**config.mk**
```make
export PLATFORM = sky130hd
export DESIGN_NAME = dram_ctrl_4164_flat
export DESIGN_NICKNAME = d
export VERILOG_FILES = /design/src/rtl/dram_ctrl_4164_if.sv /design/src/rtl/dram_ctrl_4164.sv /design/src/flat_wrapper.sv
export SDC_FILE = /design/constraint.sdc
export NUM_CORES = 1
export LEC_CHECK = 0
export ABC_AREA = 1
export CAP_MARGIN = 30
export CORE_UTILIZATION = 54
export CTS_CLUSTER_SIZE = 30
export DETAILED_ROUTE_END_ITERATION = 7
export GPL_ROUTABILITY_DRIVEN = 0
export PLACE_DENSITY = 0.91
export REMOVE_ABC_BUFFERS = 1
export SLEW_MARGIN = 20
export SYNTH_ARGS = -nofsm -noshare
export SYNTH_HDL_FRONTEND = slang
export SYNTH_SLANG_ARGS = --single-unit
```
**constraint.sdc**
```tcl
create_clock -name clk -period 5.2 [get_ports clk]
set_input_delay 0.78 -clock clk [delete_from_list [all_inputs] [get_ports clk]]
set_output_delay 0.78 -clock clk [all_outputs]
set_load 0.05 [all_outputs]
```
**src/rtl/dram_ctrl_4164_if.sv**
```systemverilog
// CPU-side request/acknowledge bus of the 4164 DRAM controller.
// master = CPU / memory mapper, slave = controller.
interface dram_ctrl_4164_if;
  logic        req;
  logic        we;
  logic [15:0] addr;
  logic [7:0]  wdata;
  logic [7:0]  rdata;
  logic        ack;
  logic        busy;

  modport master (output req, we, addr, wdata, input rdata, ack, busy);
  modport slave  (input req, we, addr, wdata, output rdata, ack, busy);
endinterface

```
**src/rtl/dram_ctrl_4164.sv**
```systemverilog
// Controller for one 8-chip 4164 bank (64K x 8).
// Multiplexes row (addr[7:0]) then column (addr[15:8]) onto l and
// sequences nras/ncas/nwe/dram_oe. All outputs are registered.
// Optional macro DRAM_CTRL_REFRESH_EN adds the RAS-only refresh engine
// (interval counter, refresh row, ref_pending, REF state).
module dram_ctrl_4164 #(
  parameter int T_RCD        = 2,
  parameter int T_CAS        = 2,
  parameter int T_RP         = 2,
  parameter int REF_INTERVAL = 110
) (
  input  logic             clk,
  input  logic             rst,
  dram_ctrl_4164_if.slave  cpu,
  output logic [7:0]       l_o,
  output logic             nras_o,
  output logic             ncas_o,
  output logic             nwe_o,
  output logic [7:0]       dram_dout_o,
  output logic             dram_oe_o,
  input  logic [7:0]       dram_din_i
);

  localparam int CW = 16;

  typedef enum logic [2:0] {IDLE, ROW, COL, PRE, REF} state_t;

  state_t        state_q;
  logic [CW-1:0] cnt_q;
  logic          we_q;
  logic [15:0]   addr_q;
  logic [7:0]    wdata_q;
  logic [7:0]    l_q, dout_q, rdata_q;
  logic          nras_q, ncas_q, nwe_q, oe_q, ack_q, busy_q;

  logic          ref_pending;
  logic          pend_d;
  logic          idle_d;
  logic          busy_d;

`ifdef DRAM_CTRL_REFRESH_EN
  logic [CW-1:0] ivl_q;
  logic [7:0]    rrow_q;
  logic          pend_q;
  logic          ref_wrap;
  logic          ref_start;

  assign ref_wrap    = (ivl_q == CW'(REF_INTERVAL - 1));
  assign ref_pending = pend_q;
  assign ref_start   = (state_q == IDLE) && pend_q;
  // A new wrap wins over the clear so a request landing on REF entry is kept.
  assign pend_d      = ref_wrap | (pend_q & ~ref_start);

  // Free-running refresh interval counter and the single pending flag.
  always_ff @(posedge clk) begin
    if (rst) begin
      ivl_q  <= '0;
      pend_q <= 1'b0;
    end else begin
      ivl_q  <= ref_wrap ? '0 : ivl_q + CW'(1);
      pend_q <= pend_d;
    end
  end
`else
  assign ref_pending = 1'b0;
  assign pend_d      = 1'b0;
`endif

  // Next-cycle idleness, so busy can be registered in step with the state.
  always_comb begin
    idle_d = ((state_q == IDLE) && !ref_pending && !cpu.req) ||
             ((state_q == PRE) && (cnt_q == '0));
    busy_d = ~idle_d | pend_d;
  end

  // Main sequencer: state, phase counter and all registered pin values.
  always_ff @(posedge clk) begin
    if (rst) begin
      state_q <= IDLE;
      cnt_q   <= '0;
      we_q    <= 1'b0;
      addr_q  <= '0;
      wdata_q <= '0;
      l_q     <= '0;
      nras_q  <= 1'b1;
      ncas_q  <= 1'b1;
      nwe_q   <= 1'b1;
      oe_q    <= 1'b0;
      dout_q  <= '0;
      ack_q   <= 1'b0;
      rdata_q <= '0;
      busy_q  <= 1'b0;
`ifdef DRAM_CTRL_REFRESH_EN
      rrow_q  <= '0;
`endif
    end else begin
      ack_q  <= 1'b0;
      busy_q <= busy_d;
      case (state_q)
        IDLE: begin
`ifdef DRAM_CTRL_REFRESH_EN
          if (ref_pending) begin
            state_q <= REF;
            cnt_q   <= CW'(T_RCD + T_CAS - 1);
            l_q     <= rrow_q;
            nras_q  <= 1'b0;
          end else
`endif
          if (cpu.req) begin
            state_q <= ROW;
            cnt_q   <= CW'(T_RCD - 1);
            we_q    <= cpu.we;
            addr_q  <= cpu.addr;
            wdata_q <= cpu.wdata;
            l_q     <= cpu.addr[7:0];
            nras_q  <= 1'b0;
          end
        end
        ROW: begin
          if (cnt_q == '0) begin
            state_q <= COL;
            cnt_q   <= CW'(T_CAS - 1);
            l_q     <= addr_q[15:8];
            ncas_q  <= 1'b0;
            nwe_q   <= ~we_q;
            oe_q    <= we_q;
            dout_q  <= wdata_q;
          end else begin
            cnt_q <= cnt_q - CW'(1);
          end
        end
        COL: begin
          if (cnt_q == '0) begin
            state_q <= PRE;
            cnt_q   <= CW'(T_RP - 1);
            nras_q  <= 1'b1;
            ncas_q  <= 1'b1;
            nwe_q   <= 1'b1;
            oe_q    <= 1'b0;
            ack_q   <= 1'b1;
            if (!we_q) rdata_q <= dram_din_i;
          end else begin
            cnt_q <= cnt_q - CW'(1);
          end
        end
        PRE: begin
          if (cnt_q == '0) state_q <= IDLE;
          else             cnt_q   <= cnt_q - CW'(1);
        end
`ifdef DRAM_CTRL_REFRESH_EN
        REF: begin
          if (cnt_q == '0) begin
            state_q <= PRE;
            cnt_q   <= CW'(T_RP - 1);
            nras_q  <= 1'b1;
            rrow_q  <= rrow_q + 8'd1;
          end else begin
            cnt_q <= cnt_q - CW'(1);
          end
        end
`endif
        default: state_q <= IDLE;
      endcase
    end
  end

  assign cpu.rdata   = rdata_q;
  assign cpu.ack     = ack_q;
  assign cpu.busy    = busy_q;
  assign l_o         = l_q;
  assign nras_o      = nras_q;
  assign ncas_o      = ncas_q;
  assign nwe_o       = nwe_q;
  assign dram_dout_o = dout_q;
  assign dram_oe_o   = oe_q;

endmodule

```
**src/flat_wrapper.sv**
```systemverilog
// flat-port wrapper written by rule: the top's interface ports become plain ports
module dram_ctrl_4164_flat 
#(
  parameter int T_RCD        = 2,
  parameter int T_CAS        = 2,
  parameter int T_RP         = 2,
  parameter int REF_INTERVAL = 110
)
  (clk, rst, l_o, nras_o, ncas_o, nwe_o, dram_dout_o, dram_oe_o, dram_din_i, cpu_req, cpu_we, cpu_addr, cpu_wdata, cpu_rdata, cpu_ack, cpu_busy);
  dram_ctrl_4164_if cpu_i ();
  input  logic clk;
  input  logic rst;
  output logic [7:0] l_o;
  output logic nras_o;
  output logic ncas_o;
  output logic nwe_o;
  output logic [7:0] dram_dout_o;
  output logic dram_oe_o;
  input  logic [7:0] dram_din_i;
  input wire logic [$bits(cpu_i.req)-1:0] cpu_req;
  input wire logic [$bits(cpu_i.we)-1:0] cpu_we;
  input wire logic [$bits(cpu_i.addr)-1:0] cpu_addr;
  input wire logic [$bits(cpu_i.wdata)-1:0] cpu_wdata;
  output wire logic [$bits(cpu_i.rdata)-1:0] cpu_rdata;
  output wire logic [$bits(cpu_i.ack)-1:0] cpu_ack;
  output wire logic [$bits(cpu_i.busy)-1:0] cpu_busy;
  assign cpu_i.req = cpu_req;
  assign cpu_i.we = cpu_we;
  assign cpu_i.addr = cpu_addr;
  assign cpu_i.wdata = cpu_wdata;
  assign cpu_rdata = cpu_i.rdata;
  assign cpu_ack = cpu_i.ack;
  assign cpu_busy = cpu_i.busy;
  dram_ctrl_4164 #(.T_RCD(T_RCD), .T_CAS(T_CAS), .T_RP(T_RP), .REF_INTERVAL(REF_INTERVAL)) u_core (.clk(clk), .rst(rst), .cpu(cpu_i), .l_o(l_o), .nras_o(nras_o), .ncas_o(ncas_o), .nwe_o(nwe_o), .dram_dout_o(dram_dout_o), .dram_oe_o(dram_oe_o), .dram_din_i(dram_din_i));
endmodule
```
==> impl_metrics.csv <==
group,metric,value,unit
status,status,"complete, no violations",
finish,diodes,0,
placed_design,pre_cts_ws,2520,ps
setup_path,cp_slowest_cell,"clkdlybuf4s50_1",
clock_tree,cts_buffers,9,
sta,period_needed,2340,ps
global_routing,grt_overflow,0,
power_and_ir_drop,power.density,742,mW/mm^2
synth,async_reset_ff_frac,0,
floorplanning,dieArea,0.00594,sq mm
clock_tree,htreeDepth,3,
sta,rsz0062_at_grt,"false",
drt,final_antenna_net_count,0,
flow_run,maxCapViolCount,0,
drt,vias,2968,
synth,ys_seq_area_frac,0.428,
setup_path,start_kind,"input port",
setup_path,critPathCaptureType,"flip-flop",
power_and_ir_drop,p_total,0.00293,W
clock_tree,postCtsHoldBufs,0,
clock_tree,clock-root-buffer,"clkbuf_8",
floorplanning,rows,26,
placed_design,io_buffers,65,
setup_path,path_class,"in2reg",
global_routing,antenna_found_initial,0,
setup_path,cp_max_fo,27,
synth,ys_types,30,
setup_path,arrival,2570,ps
setup_path,path_buf_inv,3,
synth,synth.avg_cell_area,7.12,sq um
synth,synth_ff_type,"dfxtp_1",
drt,post_drt_via_cell_ratio,5.25,
drt,first_pass_iters,6,
finish,multiInputGateArea,0.00152,sq mm
synth,ys_warn_count,0,
sta,period_share,0.450,
drt,drtIter0Drc,223,
floorplanning,core_area,0.00527,sq mm
finish,fin_util,0.750,
sta,slew_viol_final,0,
finish,syn_to_final_growth,29.9,%
finish,fillers,415,
drt,routedWlPerCell,12.7,um
clock_tree,path_clk_slew,70,ps
sta,clock_skew,10.2,ps
power_and_ir_drop,leakagePower,1.71,nW
clock_tree,ctsLongestPathBuffers,2,
finish,seq_area,0.00130,sq mm
global_routing,grtUsageTotal,0.254,
clock_tree,cts_tree,"built",
clock_tree,clock_latency,350,ps
synth,ys_seq_elements,65,
synth,synth_edf_count,0,
setup_path,r2r_slack,2990,ps
drt,drc_errors,0,
setup_path,cpLargestDelayFamily,"buffers and inverters",
clock_tree,cts_resized,0,
sta,setup_tns,0,ps
floorplanning,start_util,0.577,
clock_tree,cts_setup_buffers,0,
sta,tightest_slew,637,ps
floorplanning,die-height,77.1,um
global_routing,grt_max_degree,28,
sta,setup_violations,0,
sta,setup_ws,2860,ps
sta,fmaxAchievable,427,MHz
global_routing,grt_pass1_wl,12000,um
clock_tree,clock_sinks,65,
finish,drive_gt1_frac,0.0808,
setup_path,required,5430,ps
setup_path,cp_cell_sequence,"clkdlybuf4s50_1, inv_1, buf_16, o21ai_0, nor2_1",
sta,hold_slack,464,ps
synth,syn-cell-area,0.00304,sq mm
global_routing,grt_pass1_vias,2777,
sta,relSlewSlack,0.575,
placed_design,hpwl,5040,um
setup_path,cpPeakStageDelay,820,ps
min_path,hp-class,"reg2reg",
sta,final-hold-violation-count,0,
floorplanning,fp.dieW,77.1,um
drt,wl,7170,um
finish,fin_nets,532,
floorplanning,num_io_pins,66,
power_and_ir_drop,irDropWorstVdd,0.396,mV
synth,synth_cells,427,
registers in the layout (all words and copies together), names as in the netlist:
| name | cells |
|---|---|
| u_core.nras_o | 1 |
| u_core.dram_dout_o | 8 |
| u_core.wdata_q | 8 |
| u_core.dram_oe_o | 1 |
| u_core.cpu.rdata | 8 |
| u_core.we_q | 1 |
| u_core.cnt_q | 16 |
| u_core.nwe_o | 1 |
| u_core.ncas_o | 1 |
| u_core.addr_q | 8 |
| u_core.cpu.busy | 1 |
| u_core.cpu.ack | 1 |
| u_core.state_q | 2 |
| u_core.l_o | 8 |
power breakdown:
part / leakage, nW / internal, W / switching [W]
clock network: 0.107 / 0.000271 / 0.000199
registers: 0.533 / 0.000661 / 0.000113
logic: 1.07 / 0.000545 / 0.00114
total: 1.71 / 0.00148 / 0.00146
worst reg2reg max path, delay by kind of cell, from the launching register on:
family	cells	cell delay [ps]
AND/OR/NAND/NOR	5	1040
adder cells (fa/ha/maj)	1	250
flip-flops	1	410
buffers and inverters	3	390
final timing paths:
| check | from | to | cells past startpoint |
|---|---|---|---|
| worst max-delay path | rst | u_core.addr_q[9] | 5 |
| worst min register to register | u_core.cpu.rdata[5] | u_core.cpu.rdata[5] | 2 |
| worst max register to register | u_core.state_q[0] | u_core.cnt_q[15] | 9 |
| worst min-delay path | u_core.cpu.rdata[5] | u_core.cpu.rdata[5] | 2 |
cells in the final DEF, fill, tap and decap left out, types with 6 or more instances in the layout:
| master | instances |
|---|---|
| ha_1 | 6 |
| nand2_2 | 6 |
| dfxtp_1 | 65 |
| nand2_1 | 86 |
| o21ai_0 | 35 |
| inv_1 | 34 |
| nor2_1 | 100 |
| clkdlybuf4s50_1 | 65 |
| nand3_1 | 24 |
| a21oi_1 | 18 |
| mux2i_1 | 8 |
| clkbuf_8 | 9 |
cell families after synthesis:
family,synth area share
multiplexers,0.0263
XOR/XNOR,0.00288
buffers and inverters,0.0728
AO/OA/AOI/OAI,0.0971
adder cells (fa/ha/maj),0.0247
AND/OR/NAND/NOR,0.348
flip-flops,0.428
cell type report:
type                       count  area share
multi-input combinational    310       0.384
sequential                    65       0.329
timing repair buffer          66       0.172
inverter                      38      0.0374
clock buffer                  10      0.0323
clock inverter                 6      0.0228
tap                           70      0.0222
routing by layer:
layer | share of wire | vias to the layer above | routed length [um] | track usage
met3 | 0.070 | 17 | 502 | 0.0536
met5 | 0 | - | 0 | 0
li1 | - | 1486 | - | -
met1 | 0.44 | 1344 | 3170 | 0.311
met4 | 0.017 | 0 | 121 | 0.115
met2 | 0.47 | 121 | 3380 | 0.427
synth_stat cells (2+ instances only):
cell type,instances,share of area
inv_1,34,0.042
mux2i_1,8,0.026
nand3_1,24,0.039
a21oi_1,18,0.030
or2_2,2,0.0041
nor2_4,3,0.011
inv_2,3,0.0037
nor2_1,100,0.12
o21ai_0,35,0.058
nand4_1,4,0.0082
o211ai_1,2,0.0049
nor3_1,3,0.0049
nand2_1,86,0.11
dfxtp_1,65,0.43
ha_1,6,0.025
buf_2,2,0.0033
clkbuf_1,10,0.012
nand2_2,6,0.012
nand3_2,5,0.016
metrics by stage:
step,area [sq um],cells
after CTS,3950,565
after detailed placement,3730,549
final,3950,565
after global placement,3710,548
after floorplan,2970,413
after global routing,3950,565
Power figures use the tool's default switching activity.
